<file path="src/rtl/monitor_readback_gen_if.sv">
// Purpose: UART-side handshake bundle for the monitor readback serialiser.
// Signals: tx_en / tx_data_loaded toward the serialiser; tx_data_ready, tx_data,
//          tx_complete and busy back from it. master = serialiser, slave = sequencer/UART.
interface monitor_readback_gen_if;
    logic       tx_en;
    logic       tx_data_loaded;
    logic       tx_data_ready;
    logic [6:0] tx_data;
    logic       tx_complete;
    logic       busy;

    modport master (
        input  tx_en,
        input  tx_data_loaded,
        output tx_data_ready,
        output tx_data,
        output tx_complete,
        output busy
    );

    modport slave (
        output tx_en,
        output tx_data_loaded,
        input  tx_data_ready,
        input  tx_data,
        input  tx_complete,
        input  busy
    );
endinterface

</file>
<file path="src/rtl/monitor_readback_gen.sv">
// Purpose: snapshot N_CH readback channels and stream them to the UART as 7-bit
//          words (optional header, data MS chunk first, optional XOR checksum).
// Latency: tx_en -> first word valid after 2 edges; ack edge -> ready low after 2 edges.
// Backpressure: one word in flight; next word only after the synchronised ack drops.
// Ports: clk, rst (async, active-high), rb_bus (N_CH*RB_WIDTH readbacks),
//        tx (handshake interface, master side).
module monitor_readback_gen #(
    parameter int         N_CH        = 15,
    parameter int         RB_WIDTH    = 7,
    parameter int         HEADER_EN   = 1,
    parameter logic [6:0] HEADER_WORD = 7'h55,
    parameter int         CKSUM_EN    = 1
) (
    input  logic                     clk,
    input  logic                     rst,
    input  logic [N_CH*RB_WIDTH-1:0] rb_bus,
    monitor_readback_gen_if.master   tx
);

    localparam int WPC      = (RB_WIDTH + 6) / 7;
    localparam int PW       = WPC * 7;
    localparam int N_DATA   = N_CH * WPC;
    localparam int DATA_END = HEADER_EN + N_DATA;
    localparam int TOTAL    = HEADER_EN + N_DATA + CKSUM_EN;
    localparam int IDX_W    = $clog2(TOTAL + 1);
    localparam int BUS_W    = N_CH * RB_WIDTH;

    typedef enum logic [2:0] {
        S_IDLE,
        S_ARM,
        S_PRESENT,
        S_RELEASE,
        S_DONE
    } state_t;

    state_t state, state_nxt;

    logic [BUS_W-1:0] sync_a, sync_b;
    logic [BUS_W-1:0] snapshot, snap_nxt;
    logic             ld1, ld2, ld_clr;
    logic [IDX_W-1:0] word_idx, idx_nxt;
    logic [6:0]       cksum, ck_nxt;
    logic [6:0]       tx_data_q, dat_nxt;
    logic             rdy_q, rdy_nxt;
    logic             cmp_q, cmp_nxt;

    // Input synchronisers. The ack comes from the baud domain; only ld2 is used.
    always_ff @(posedge clk or posedge rst) begin
        if (rst) begin
            sync_a <= '0;
            sync_b <= '0;
            ld1    <= 1'b0;
            ld2    <= 1'b0;
        end else begin
            sync_a <= rb_bus;
            sync_b <= sync_a;
            ld1    <= ld_clr ? 1'b0 : tx.tx_data_loaded;
            ld2    <= ld_clr ? 1'b0 : ld1;
        end
    end

    // Flatten the snapshot into the transmit word list: each channel is zero
    // padded up to a whole number of 7-bit chunks, most significant chunk first.
    logic [6:0] data_words [N_DATA];

    for (genvar c = 0; c < N_CH; c++) begin : g_ch
        logic [PW-1:0] pad;
        assign pad = PW'(snapshot[c*RB_WIDTH +: RB_WIDTH]);
        for (genvar k = 0; k < WPC; k++) begin : g_w
            assign data_words[c*WPC + k] = pad[(WPC-1-k)*7 +: 7];
        end
    end

    logic             is_hdr, is_ck, is_data;
    logic [IDX_W-1:0] data_idx;
    logic [6:0]       cur_word;

    always_comb begin
        is_hdr   = (HEADER_EN != 0) && (word_idx == '0);
        is_ck    = (CKSUM_EN != 0) && (word_idx == IDX_W'(TOTAL - 1));
        is_data  = !is_hdr && !is_ck && (word_idx < IDX_W'(DATA_END));
        data_idx = word_idx - IDX_W'(HEADER_EN);
        cur_word = '0;
        for (int i = 0; i < N_DATA; i++) begin
            if (data_idx == IDX_W'(i)) cur_word = data_words[i];
        end
        if (is_ck)  cur_word = cksum;
        if (is_hdr) cur_word = HEADER_WORD;
    end

    always_ff @(posedge clk or posedge rst) begin
        if (rst) state <= S_IDLE;
        else     state <= state_nxt;
    end

    always_comb begin
        state_nxt = state;
        snap_nxt  = snapshot;
        idx_nxt   = word_idx;
        ck_nxt    = cksum;
        dat_nxt   = tx_data_q;
        rdy_nxt   = rdy_q;
        cmp_nxt   = cmp_q;
        ld_clr    = 1'b0;

        case (state)
            S_IDLE: begin
                if (tx.tx_en) begin
                    snap_nxt  = sync_b;
                    idx_nxt   = '0;
                    ck_nxt    = '0;
                    state_nxt = S_ARM;
                end
            end
            S_ARM: begin
                if (!tx.tx_en) begin
                    rdy_nxt   = 1'b0;
                    cmp_nxt   = 1'b0;
                    state_nxt = S_IDLE;
                end else if (!ld2) begin
                    // Holding off while ld2 is high keeps a stale ack from
                    // consuming the first word.
                    dat_nxt   = cur_word;
                    rdy_nxt   = 1'b1;
                    state_nxt = S_PRESENT;
                end
            end
            S_PRESENT: begin
                if (!tx.tx_en) begin
                    rdy_nxt   = 1'b0;
                    cmp_nxt   = 1'b0;
                    state_nxt = S_IDLE;
                end else if (ld2) begin
                    rdy_nxt   = 1'b0;
                    idx_nxt   = word_idx + 1'b1;
                    if (is_data) ck_nxt = cksum ^ tx_data_q;
                    state_nxt = S_RELEASE;
                end
            end
            S_RELEASE: begin
                if (!tx.tx_en) begin
                    rdy_nxt   = 1'b0;
                    cmp_nxt   = 1'b0;
                    state_nxt = S_IDLE;
                end else if (!ld2) begin
                    if (word_idx == IDX_W'(TOTAL)) begin
                        cmp_nxt   = 1'b1;
                        state_nxt = S_DONE;
                    end else begin
                        dat_nxt   = cur_word;
                        rdy_nxt   = 1'b1;
                        state_nxt = S_PRESENT;
                    end
                end
            end
            S_DONE: begin
                cmp_nxt = 1'b1;
                if (!tx.tx_en) begin
                    cmp_nxt   = 1'b0;
                    ld_clr    = 1'b1;
                    state_nxt = S_IDLE;
                end
            end
            default: state_nxt = S_IDLE;
        endcase
    end

    always_ff @(posedge clk or posedge rst) begin
        if (rst) begin
            snapshot  <= '0;
            word_idx  <= '0;
            cksum     <= '0;
            tx_data_q <= '0;
            rdy_q     <= 1'b0;
            cmp_q     <= 1'b0;
        end else begin
            snapshot  <= snap_nxt;
            word_idx  <= idx_nxt;
            cksum     <= ck_nxt;
            tx_data_q <= dat_nxt;
            rdy_q     <= rdy_nxt;
            cmp_q     <= cmp_nxt;
        end
    end

    assign tx.tx_data_ready = rdy_q;
    assign tx.tx_data       = tx_data_q;
    assign tx.tx_complete   = cmp_q;
    assign tx.busy          = (state != S_IDLE);

endmodule

</file>
<file path="src/flat_wrapper.sv">
// flat-port wrapper written by rule: the top's interface ports become plain ports
module monitor_readback_gen_flat 
#(
    parameter int         N_CH        = 15,
    parameter int         RB_WIDTH    = 7,
    parameter int         HEADER_EN   = 1,
    parameter logic [6:0] HEADER_WORD = 7'h55,
    parameter int         CKSUM_EN    = 1
)
  (clk, rst, rb_bus, tx_tx_en, tx_tx_data_loaded, tx_tx_data_ready, tx_tx_data, tx_tx_complete, tx_busy);
  monitor_readback_gen_if tx_i ();
  input  logic clk;
  input  logic rst;
  input  logic [N_CH*RB_WIDTH-1:0] rb_bus;
  input wire logic [$bits(tx_i.tx_en)-1:0] tx_tx_en;
  input wire logic [$bits(tx_i.tx_data_loaded)-1:0] tx_tx_data_loaded;
  output wire logic [$bits(tx_i.tx_data_ready)-1:0] tx_tx_data_ready;
  output wire logic [$bits(tx_i.tx_data)-1:0] tx_tx_data;
  output wire logic [$bits(tx_i.tx_complete)-1:0] tx_tx_complete;
  output wire logic [$bits(tx_i.busy)-1:0] tx_busy;
  assign tx_i.tx_en = tx_tx_en;
  assign tx_i.tx_data_loaded = tx_tx_data_loaded;
  assign tx_tx_data_ready = tx_i.tx_data_ready;
  assign tx_tx_data = tx_i.tx_data;
  assign tx_tx_complete = tx_i.tx_complete;
  assign tx_busy = tx_i.busy;
  monitor_readback_gen #(.N_CH(N_CH), .RB_WIDTH(RB_WIDTH), .HEADER_EN(HEADER_EN), .HEADER_WORD(HEADER_WORD), .CKSUM_EN(CKSUM_EN)) u_core (.clk(clk), .rst(rst), .rb_bus(rb_bus), .tx(tx_i));
endmodule
</file>
<file path="config.mk">
export PLATFORM = sky130hd
export DESIGN_NAME = monitor_readback_gen_flat
export DESIGN_NICKNAME = d
export VERILOG_FILES = /design/src/rtl/monitor_readback_gen_if.sv /design/src/rtl/monitor_readback_gen.sv /design/src/flat_wrapper.sv
export SDC_FILE = /design/constraint.sdc
export NUM_CORES = 1
export LEC_CHECK = 0
export BUFFER_PORTS_ARGS = -buffer_cell sky130_fd_sc_hd__buf_2
export CORE_UTILIZATION = 55
export DETAILED_ROUTE_END_ITERATION = 7
export GPL_TIMING_DRIVEN = 0
export PLACE_DENSITY = 0.75
export SYNTH_ARGS = -nofsm -noshare
export SYNTH_HDL_FRONTEND = slang
export SYNTH_SLANG_ARGS = --single-unit
</file>
<file path="constraint.sdc">
create_clock -name clk -period 12.8 [get_ports clk]
set_input_delay 1.28 -clock clk [delete_from_list [all_inputs] [get_ports clk]]
set_output_delay 1.28 -clock clk [all_outputs]
set_load 0.05 [all_outputs]
</file>
==> impl_summary.log <==
[metrics] number of clock buffers inserted by TritonCTS: 34
[metrics] number of enable-type register cells in the synthesized netlist: 0
[metrics] peak supply drop: 0.137 mV
[metrics] count of buffers added by post-CTS timing repair for setup: 0
[metrics] deepest level of the CTS H-tree: 2
[metrics] Finish-stage setup viols: 0
[metrics] crit share post-route: 0.260
[metrics] Final Hold Vio Count: 0
[metrics] most instantiated flip-flop cell in the synthesis netlist: sky130_fd_sc_hd__dfrtp_1
[metrics] gate count after technology mapping: 799
[metrics] CTS tree: yes
[metrics] clock sinks: 341
[metrics] number of buffers on the longest clock path: 3
[metrics] Final Worst Setup Slack: 9.48 ns
[metrics] ant diodes: 0
[metrics] number of iterations in the first detailed-routing pass: 5
[metrics] sequential area share after synthesis: 0.726
[metrics] I/O Buffers: 118
[metrics] outcome: finished clean
[metrics] switching component of the power: 0.721 mW
[metrics] half-perimeter wire length of the detailed placement result: 16500 um
[metrics] number of filler instances in the final layout: 1470
[metrics] distinct cell type count of the synthesized netlist: 62
[metrics] final critical delay including setup and external delays: 3.32 ns
[metrics] relative contribution of combinational cells to total power: 0.153
[metrics] Tightest Pin Transition: 0.904 ns
[metrics] Yosys warning total: 0
[metrics] Power per Cell Area: 194 mW/mm2
[metrics] Total Die Area: 0.0220 mm2
[metrics] detailed-route vias per instance: 5.57
[metrics] CP Data Arrival Time: 3.67 ns
[metrics] share of final-layout standard cells stronger than drive strength 1: 0.304
[metrics] Maximum Capacitance Violations: 0
[metrics] antenna viol nets, final: 0
[metrics] Syn Std Cell Area: 0.0118 mm2
[metrics] global-route wire length before repair: 39400 um
[metrics] crit path kind: flop to flop
[metrics] global-route total usage across every layer: 0.239
[metrics] placement-stage worst setup slack: 9.21 ns
[metrics] total non-filler cell area in the finished layout: 0.0139 mm2
[metrics] fmax: 301 MHz
[metrics] Post-Route Hold Slack: 0.345 ns
[metrics] synthesized area divided by synthesized cell count: 14.7 um2
[metrics] required time worst endpoint: 13.15 ns
[metrics] portion of total power attributed to sequential cells: 0.473
[metrics] Switching Fraction: 0.267
[metrics] vias after detailed routing: 6986
[metrics] Total Nets Final: 1071
[metrics] number of top-level pins: 119
[metrics] RSZ-0062 raised after global routing: no
[metrics] Final Slew Violations: 0
[metrics] Clk pin slew, worst setup/hold paths: 0.06 ns
[metrics] cell internal power dissipation: 1.98 mW
[metrics] number of violations reported at the end of detailed-routing iteration 0: 653
[metrics] number of antenna violations at the first check in global routing: 0
[metrics] leakage: 6.29 nW
[metrics] last weighted congestion value of the routability-driven placer: 0.898
[metrics] post-route DRC violation count: 0
[metrics] die height: 148 um
[metrics] Slew Limit Headroom: 0.393
[metrics] sort of element at the end of the critical path: flop
[metrics] clock tree skew after final layout: 0.0168 ns
[metrics] Worst-Skew Late Latency: 0.51 ns
[metrics] routed wire length: 24900 um
[metrics] total of flip-flops plus latches after synthesis: 341
[metrics] number of buffers added to fix hold violations after cts: 0
[metrics] average detailed-routed wire length per instance: 19.9 um
[metrics] Core Rows: 53
[metrics] maximum number of pins on one net before global-route repair: 133
[metrics] Root Driver: sky130_fd_sc_hd__clkbuf_16
[metrics] Area Growth Syn to Fin: 18.5%
[metrics] class of the tightest hold or removal check: flop to flop
[metrics] floorplan die width: 148 um
[metrics] CORE AREA: 0.0210 mm2
[metrics] fraction of registers with async set or reset after synthesis: 1.00
[metrics] number of resized instances in the post-cts repair step: 0
[metrics] maximum fanout count along the critical path: 11
[metrics] clock network power share: 0.375
[metrics] effective utilization at floorplan: 0.561
[metrics] type of element launching the critical path: flop
[metrics] syn_nets: 915
[metrics] Congestion Overflow GR: 0
[metrics] vias in the first global route: 7122
[metrics] final total power: 2.70 mW
[metrics] Placement Cell Area: 0.0128 mm2
[power groups by stage]
| stage | Combinational (mW) | Sequential [mW] | Clock [mW] |
|---|---|---|---|
| floorplan | 0.257 | 1.29 | 0 |
| global placement | 0.392 | 1.29 | 0 |
| detailed placement | 0.404 | 1.29 | 0 |
| CTS | 0.409 | 1.28 | 1.03 |
| global route | 0.446 | 1.29 | 1.08 |
| finish | 0.412 | 1.28 | 1.01 |
[per-stage QoR]
| stage | setup TNS (ns) | util | cells |
|---|---|---|---|
| 2_1_floorplan | 0 | - | 799 |
| 3_3_place_gp | -273.22 | 0.606 | 1192 |
| 3_5_place_dp | 0 | 0.609 | 1194 |
| 4_1_cts | 0 | 0.665 | 1255 |
| 5_1_grt | 0 | 0.665 | 1255 |
| 6_report | 0 | 0.665 | 1255 |
[synth_stat cells (all sizes together) (3+ instances only)]
library cell,count,share of area
dfrtp,341,0.73
mux2,100,0.096
nand2,43,0.014
nor2,41,0.013
o21ai,38,0.016
a21oi,32,0.014
clkbuf,21,0.0067
buf,17,0.0093
o22ai,15,0.0080
inv,13,0.0042
nand3,10,0.0043
xor2,10,0.0075
a211oi,9,0.0062
a221oi,9,0.0067
ha,7,0.0075
nor2b,7,0.0037
nor3,7,0.0030
nand2b,6,0.0032
a221o,5,0.0043
nand4,5,0.0027
or3,5,0.0031
a32oi,4,0.0030
o22a,4,0.0030
a21o,3,0.0019
a22o,3,0.0023
a2bb2oi,3,0.0022
o31ai,3,0.0019
[state kept, by name, indices dropped and copies added (netlist names)]
register / cells
u_core.ld1: 1
u_core.state: 3
u_core.tx.tx_data: 7
u_core.word_idx: 5
u_core.cksum: 7
u_core.tx.tx_data_ready: 1
u_core.sync_b: 105
u_core.ld2: 1
u_core.snapshot: 105
u_core.sync_a: 105
u_core.tx.tx_complete: 1
[per-layer routing]
layer,share of wire,vias to the layer above,routed length (um),track usage
met5,0,-,0,0
met4,0.030,0,758,0.0876
met3,0.064,59,1600,0.0479
met2,0.48,300,11900,0.380
met1,0.43,3502,10700,0.330
li1,-,3125,-,-
[cell families after synthesis]
logic type	after synthesis	synth area share
flops	341	0.726
compound gates	152	0.0870
simple gates	135	0.0539
mux	102	0.0975
buf+inv	51	0.0201
xor+xnor	11	0.00820
fa+ha+maj	7	0.00745
[area by class of cell]
class                   count  area [um2]  share of cell area
flip-flops and latches    341        8530               0.612
clock inverters            15         203              0.0145
plain buffers              38         188              0.0135
clock buffers              46         977              0.0701
repair buffers            120         646              0.0463
well taps                 275         344              0.0247
inverters                  13        56.3             0.00404
multi-input cells         407        2990               0.214
[cell usage in the layout, fill, tap and decap left out, types with 8 or more instances in the layout]
master / instances
sky130_fd_sc_hd__dfrtp_1: 341
sky130_fd_sc_hd__buf_2: 127
sky130_fd_sc_hd__mux2_2: 100
sky130_fd_sc_hd__nand2_1: 43
sky130_fd_sc_hd__nor2_1: 41
sky130_fd_sc_hd__o21ai_0: 37
sky130_fd_sc_hd__clkbuf_16: 35
sky130_fd_sc_hd__a21oi_1: 32
sky130_fd_sc_hd__clkbuf_1: 26
sky130_fd_sc_hd__o22ai_1: 15
sky130_fd_sc_hd__inv_1: 12
sky130_fd_sc_hd__xor2_1: 10
sky130_fd_sc_hd__nand3_1: 10
sky130_fd_sc_hd__a221oi_1: 9
sky130_fd_sc_hd__a211oi_1: 8
[worst paths after layout]
kind	from	endpoint	slack, ns	depth (start not counted)
worst max-delay path	u_core.word_idx[0]	u_core.tx.tx_data[0]	9.48	9
worst min-delay path	u_core.sync_a[69]	u_core.sync_b[69]	0.35	0
worst max register to register	u_core.word_idx[0]	u_core.tx.tx_data[0]	9.48	9
worst min register to register	u_core.sync_a[69]	u_core.sync_b[69]	0.35	0
max in group asynchronous	rst	u_core.snapshot[60]	10.73	3
min in group asynchronous	rst	u_core.sync_b[4]	0.99	2
[critical path: stages (launching register included)]
cell,delay [ns]
sky130_fd_sc_hd__dfrtp_1,0.55
sky130_fd_sc_hd__inv_1,0.14
sky130_fd_sc_hd__ha_1,0.24
sky130_fd_sc_hd__nor3b_2,0.20
sky130_fd_sc_hd__xnor2_1,0.72
sky130_fd_sc_hd__o211a_1,0.30
sky130_fd_sc_hd__buf_6,0.15
sky130_fd_sc_hd__a211oi_1,0.07
sky130_fd_sc_hd__a2111oi_0,0.63
sky130_fd_sc_hd__o22ai_1,0.16
Note: power is estimated with default switching activity, not from simulation.
